File: src/rtl/imm_ext_pkg.sv
// Immediate-extension helpers shared by the decode-side extend pipeline.
// Latency: purely combinational function, no state.
// Backpressure: not applicable (no handshake in this package).
package imm_ext_pkg;

  // Extension modes, sampled alongside the raw immediate
  localparam logic [1:0] MODE_SIGN   = 2'b00;
  localparam logic [1:0] MODE_ZERO   = 2'b01;
  localparam logic [1:0] MODE_UPPER  = 2'b10;
  localparam logic [1:0] MODE_BRANCH = 2'b11;

  // Working width of imm_extend; callers slice the low out_w bits
  localparam int EXT_MAX_W = 64;

  // Widen the low in_w bits of data to out_w bits according to mode.
  // Widths are arguments so one function serves any instantiation;
  // with constant widths the masks and shifts fold to plain wiring.
  function automatic logic [EXT_MAX_W-1:0] imm_extend(
    input logic [EXT_MAX_W-1:0] data,
    input logic [1:0]           mode,
    input int                   in_w,
    input int                   out_w
  );
    logic [EXT_MAX_W-1:0] in_mask;
    logic [EXT_MAX_W-1:0] out_mask;
    logic [EXT_MAX_W-1:0] top_bit;
    logic [EXT_MAX_W-1:0] d;
    logic [EXT_MAX_W-1:0] sext;
    logic [EXT_MAX_W-1:0] r;
    logic                 m;
    in_mask  = {EXT_MAX_W{1'b1}} >> (EXT_MAX_W - in_w);
    out_mask = {EXT_MAX_W{1'b1}} >> (EXT_MAX_W - out_w);
    top_bit  = in_mask & ~(in_mask >> 1);
    d        = data & in_mask;
    m        = |(d & top_bit);
    sext     = d | (m ? ~in_mask : '0);
    case (mode)
      MODE_SIGN:   r = sext;
      MODE_ZERO:   r = d;
      MODE_UPPER:  r = d << (out_w - in_w);
      default:     r = sext << 2;   // MODE_BRANCH: word offset to byte offset
    endcase
    return r & out_mask;
  endfunction

endpackage

File: src/rtl/skid_buffer.sv
// Generic 2-entry valid/ready register slice (output reg + skid reg).
// Latency: 1 cycle input-to-output; full throughput while out_ready is high.
// Backpressure: in_ready is a flop (!skid_valid); one extra beat is absorbed on stall.
module skid_buffer #(
  parameter int W = 8
) (
  input  logic         clk,
  input  logic         rst_n,
  input  logic         in_valid,
  output logic         in_ready,
  input  logic [W-1:0] in_data,
  output logic         out_valid,
  input  logic         out_ready,
  output logic [W-1:0] out_data
);

  logic         out_vld_q;
  logic [W-1:0] out_dat_q;
  logic         skid_vld_q;
  logic [W-1:0] skid_dat_q;
  logic         accept;
  logic         out_free;

  // in_ready comes straight from the skid flag so out_ready never reaches upstream combinationally
  assign in_ready  = !skid_vld_q;
  assign accept    = in_valid && in_ready;
  assign out_free  = !out_vld_q || out_ready;
  assign out_valid = out_vld_q;
  assign out_data  = out_dat_q;

  // Output register refills from skid first (keeps FIFO order), else from the input
  always_ff @(posedge clk or negedge rst_n) begin
    if (!rst_n) begin
      out_vld_q  <= 1'b0;
      out_dat_q  <= '0;
      skid_vld_q <= 1'b0;
      skid_dat_q <= '0;
    end else if (out_free) begin
      if (skid_vld_q) begin
        out_vld_q  <= 1'b1;
        out_dat_q  <= skid_dat_q;
        skid_vld_q <= accept;
        if (accept) skid_dat_q <= in_data;
      end else begin
        out_vld_q <= accept;
        if (accept) out_dat_q <= in_data;
      end
    end else if (accept) begin
      // Output held by a stalled consumer: park the new beat in the skid slot
      skid_vld_q <= 1'b1;
      skid_dat_q <= in_data;
    end
  end

endmodule

File: src/rtl/imm_extend_pipe.sv
// Pipelined immediate extender (sign/zero/upper/branch) between decode and ALU operand mux.
// Latency: 1 cycle (input accepted at edge k is on data_out after edge k); 1 result/cycle.
// Backpressure: 2-entry skid buffer; in_ready is registered and drops once the skid slot fills.
module imm_extend_pipe
  import imm_ext_pkg::*;
#(
  parameter int IN_W  = 16,
  parameter int OUT_W = 32,   // must be at least IN_W+2 so the branch shift loses nothing
  parameter int TAG_W = 5
) (
  input  logic             clk,
  input  logic             rst_n,
  input  logic             in_valid,
  output logic             in_ready,
  input  logic [IN_W-1:0]  data_in,
  input  logic [1:0]       mode,
  input  logic [TAG_W-1:0] tag_in,
  output logic             out_valid,
  input  logic             out_ready,
  output logic [OUT_W-1:0] data_out,
  output logic [TAG_W-1:0] tag_out
);

  typedef struct packed {
    logic [OUT_W-1:0] data;
    logic [TAG_W-1:0] tag;
  } ext_entry_t;

  logic [EXT_MAX_W-1:0] ext_full;
  ext_entry_t           in_entry;
  ext_entry_t           out_entry;

  // Reject parameter sets the extend function cannot represent
  if (OUT_W < IN_W + 2 || OUT_W > EXT_MAX_W) begin : g_bad_widths
    $error("imm_extend_pipe: need IN_W+2 <= OUT_W <= EXT_MAX_W");
  end

  // Extend on the input side so only finished results are buffered
  always_comb begin
    ext_full      = imm_extend(EXT_MAX_W'(data_in), mode, IN_W, OUT_W);
    in_entry.data = ext_full[OUT_W-1:0];
    in_entry.tag  = tag_in;
  end

  // Bits above OUT_W are always zero from imm_extend
  if (OUT_W < EXT_MAX_W) begin : g_ext_hi
    logic unused_ext_hi;
    assign unused_ext_hi = ^ext_full[EXT_MAX_W-1:OUT_W];
  end

  skid_buffer #(
    .W($bits(ext_entry_t))
  ) u_skid (
    .clk       (clk),
    .rst_n     (rst_n),
    .in_valid  (in_valid),
    .in_ready  (in_ready),
    .in_data   (in_entry),
    .out_valid (out_valid),
    .out_ready (out_ready),
    .out_data  (out_entry)
  );

  assign data_out = out_entry.data;
  assign tag_out  = out_entry.tag;

endmodule

File: config.mk
export PLATFORM = sky130hd
export DESIGN_NAME = imm_extend_pipe
export DESIGN_NICKNAME = d
export VERILOG_FILES = /design/src/rtl/imm_ext_pkg.sv /design/src/rtl/skid_buffer.sv /design/src/rtl/imm_extend_pipe.sv
export SDC_FILE = /design/constraint.sdc
export NUM_CORES = 1
export LEC_CHECK = 0
export CAP_MARGIN = 20
export CORE_MARGIN = 1
export CORE_UTILIZATION = 33
export DETAILED_ROUTE_END_ITERATION = 8
export PLACE_DENSITY = 0.57
export SYNTH_ARGS = -nofsm -noshare
export SYNTH_HDL_FRONTEND = slang
export SYNTH_SLANG_ARGS = --single-unit
File: constraint.sdc
create_clock -name clk -period 1.96 [get_ports clk]
set_input_delay 0.392 -clock clk [delete_from_list [all_inputs] [get_ports clk]]
set_output_delay 0.392 -clock clk [all_outputs]
set_load 0.005 [all_outputs]
==> run summary <==
total clock sinks = 76
Synth Area in Adders = 0
largest net degree at the start of global routing = 41
top_reg_cell synth = dfrtp_1
slew margin rel. = 0.426
H-tree levels = 3
first-pass GRT wire length = 16700 um
layout cells sized above 1 = 0.152
most numerous cell in the Yosys netlist = dfrtp_1
Critical Path Fanout Max = 18
Mapped Nets = 411
routed wire length = 10100 um
final net count = 477
Synth Area in Compound Gates = 0.234
fmax = 522 MHz
DP Wirelength = 6970 um
post-route minimum period = 1.92 ns
Clock Skew = 0.00710 ns
hold_ws = 0.0226 ns
1st-pass router iterations = 4
# rows = 38
area post-placement = 4610 um2
root buffer cell = clkbuf_16
Slowest-stage cell, CP = clkdlybuf4s50_1
largest family of logic cells by synthesized area = compound AO/OA/AOI/OAI gates
maxcap violations = 0
WL/cell = 17.1 um
Synth Cell Area = 3760 um2
pwr/cell area = 993 nW/um2
CTS max path bufs = 2
Least-Margin Pin Slew = 0.858 ns
CP delay by family, top = buffers and inverters
Synth top area share = 0.506
mux contribution to synthesized area = 0.0732
CP endpoint kind = output pin
Syn Area/Cell = 9.79 um2
ys async rst share = 1.00
HP Class = input port to async pin
Worst EP required = 1.57 ns
DRT iter0 DRCs = 154
Yosys warning total = 0
final hold viol count = 0
antenna fix cells = 0
initial core utilization = 0.342
Final Max Tran Viols = 0
Post-Synthesis Cells = 384
full die area = 11800 um2
top post-synthesis cells by area = dfrtp_1, a21oi_1, o21ai_0
Core ar. = 11000 um2
CP Cell Sequence = buf_8 -> clkinv_1 -> clkdlybuf4s50_1
placed cells = 578
TritonCTS clock tree = built
Ports = 66
CP peak stage delay = 0.51 ns
Overflow after GRT = 0
initial antenna violation count = 0
port bufs = 65
DRT antenna net count = 0
Synth Area in Simple Gates = 0.120
clk_lat worst skew = 0.33 ns
status = completed
critical path arrival = 1.52 ns
Layout fillers = 1069
global placer's final weighted congestion = 0.777
total CTS buffers = 9
leakage = 1.93 nW
Die W = 109 um
Buffers & Inverters on Critical Path = 3
top cells by count, synth = dfrtp_1, a21oi_1, o21ai_0
Area growth, synth to finish = 30.9%
DRC Markers = 0
fin area = 4920 um2
part of the Yosys area used for sequential elements = 0.506
setup ws final = 0.0448 ns
RSZ-0062 raised after global routing = false
pre-CTS setup slack = -0.228 ns
Vert. Die Dim = 109 um
vias per cell = 5.31
kind of critical path = flip-flop to output pin
final setup fails = 0
r2r setup slk = 0.34 ns
CP startpoint kind = flip-flop
synth unique cells = 27
Seq cells post-synth = 76
Post-synth EDFFs = 0
Tcrit/Tclk final = 0.977
xor-xnor portion of the synthesized cell area = 0
top cell type by total area after synthesis = dfrtp_1
gr usage total = 0.187
CTS clk-pin slew, worst paths = 0.06 ns
Layout Cells excl Fill = 594
peak supply drop = 0.380 mV
Vias = 3156
vias in the first global route = 3135
[routing by layer]
metal / vias up / global-route usage / wire [um] / share of wire
met1: 1552 / 0.266 / 4860 / 0.48
met3: 12 / 0.0275 / 411 / 0.041
li1: 1509 / - / - / -
met5: - / 0 / 0 / 0
met2: 83 / 0.288 / 4740 / 0.47
met4: 0 / 0.0685 / 140 / 0.014
[state kept, by name (all words and copies together) (netlist names)]
register / count
u_skid.skid_dat_q: 37
u_skid.out_data: 37
u_skid.skid_vld_q: 1
u_skid.out_valid: 1
[layout by cell type, fill, tap and decap left out, types with 2 or more instances in the layout]
master and instances:
o21ai_0 48, o211ai_1 15, and2_1 2, nor2_1 44, dfrtp_1 75, nand3b_1 2, o31ai_1 14, inv_1 3
clkbuf_16 9, nand3_1 17, clkinv_2 3, mux2_2 20, a211oi_1 14, a21oi_1 60, buf_12 5, clkdlybuf4s50_1 64
nor3b_1 2, buf_4 23, mux2i_1 5, nand2b_1 2, nor2b_1 14
[layout make-up]
cell class / instances / area (um2) / share of cell area
Sequential cell: 76 / 1900 / 0.387
Multi-Input combinational cell: 266 / 1620 / 0.329
Timing Repair Buffer: 93 / 928 / 0.189
Clock buffer: 10 / 229 / 0.0465
Tap cell: 140 / 175 / 0.0356
Clock inverter: 5 / 53.8 / 0.0109
Inverter: 4 / 15.0 / 0.00305
[power breakdown]
| group | internal (mW) | leakage (nW) | switching, mW |
|---|---|---|---|
| combinational | 0.646 | 0.877 | 0.530 |
| sequential | 1.91 | 0.911 | 0.189 |
| clock | 0.974 | 0.142 | 0.636 |
[cells by family (layout without fill, tap and decap cells)]
| family | count (synthesis) | count (layout) |
|---|---|---|
| multiplexers | 25 | 25 |
| buffers and inverters | 42 | 112 |
| AO/OA/AOI/OAI | 153 | 153 |
| flip-flops | 76 | 76 |
| AND/OR/NAND/NOR | 88 | 88 |
[worst paths after layout]
path | startpoint | to | depth (start not counted)
max | u_skid.skid_vld_q$_DFFE_PN0P_ | in_ready | 3
min | rst_n | u_skid.skid_dat_q[27]$_DFFE_PN0P_ | 1
max reg2reg | u_skid.out_valid$_DFFE_PN0N_ | u_skid.out_data[31]$_DFFE_PN0P_ | 4
min reg2reg | u_skid.out_data[7]$_DFFE_PN0P_ | u_skid.out_data[7]$_DFFE_PN0P_ | 2
max in group asynchronous | rst_n | u_skid.out_data[32]$_DFFE_PN0P_ | 2
min in group clk | u_skid.out_data[7]$_DFFE_PN0P_ | u_skid.out_data[7]$_DFFE_PN0P_ | 2
[per-stage QoR]
step | utilization | setup TNS, ns | total power [mW]
3_5_place_dp | 0.420 | -4.15 | 3.31
3_3_place_gp | 0.420 | -2.15 | 3.27
6_report | 0.448 | 0 | 4.89
5_1_grt | 0.448 | 0 | 5.14
2_1_floorplan | - | 0 | 2.66
4_1_cts | 0.447 | 0 | 4.93
[what timing repair did]
action                                  CTS  global route
resized for setup                         3             1
endpoints found under the setup margin    1             1
setup buffers                             1             0
hold buffers                              0             0
No activity file was read; power rests on OpenSTA's default activity.
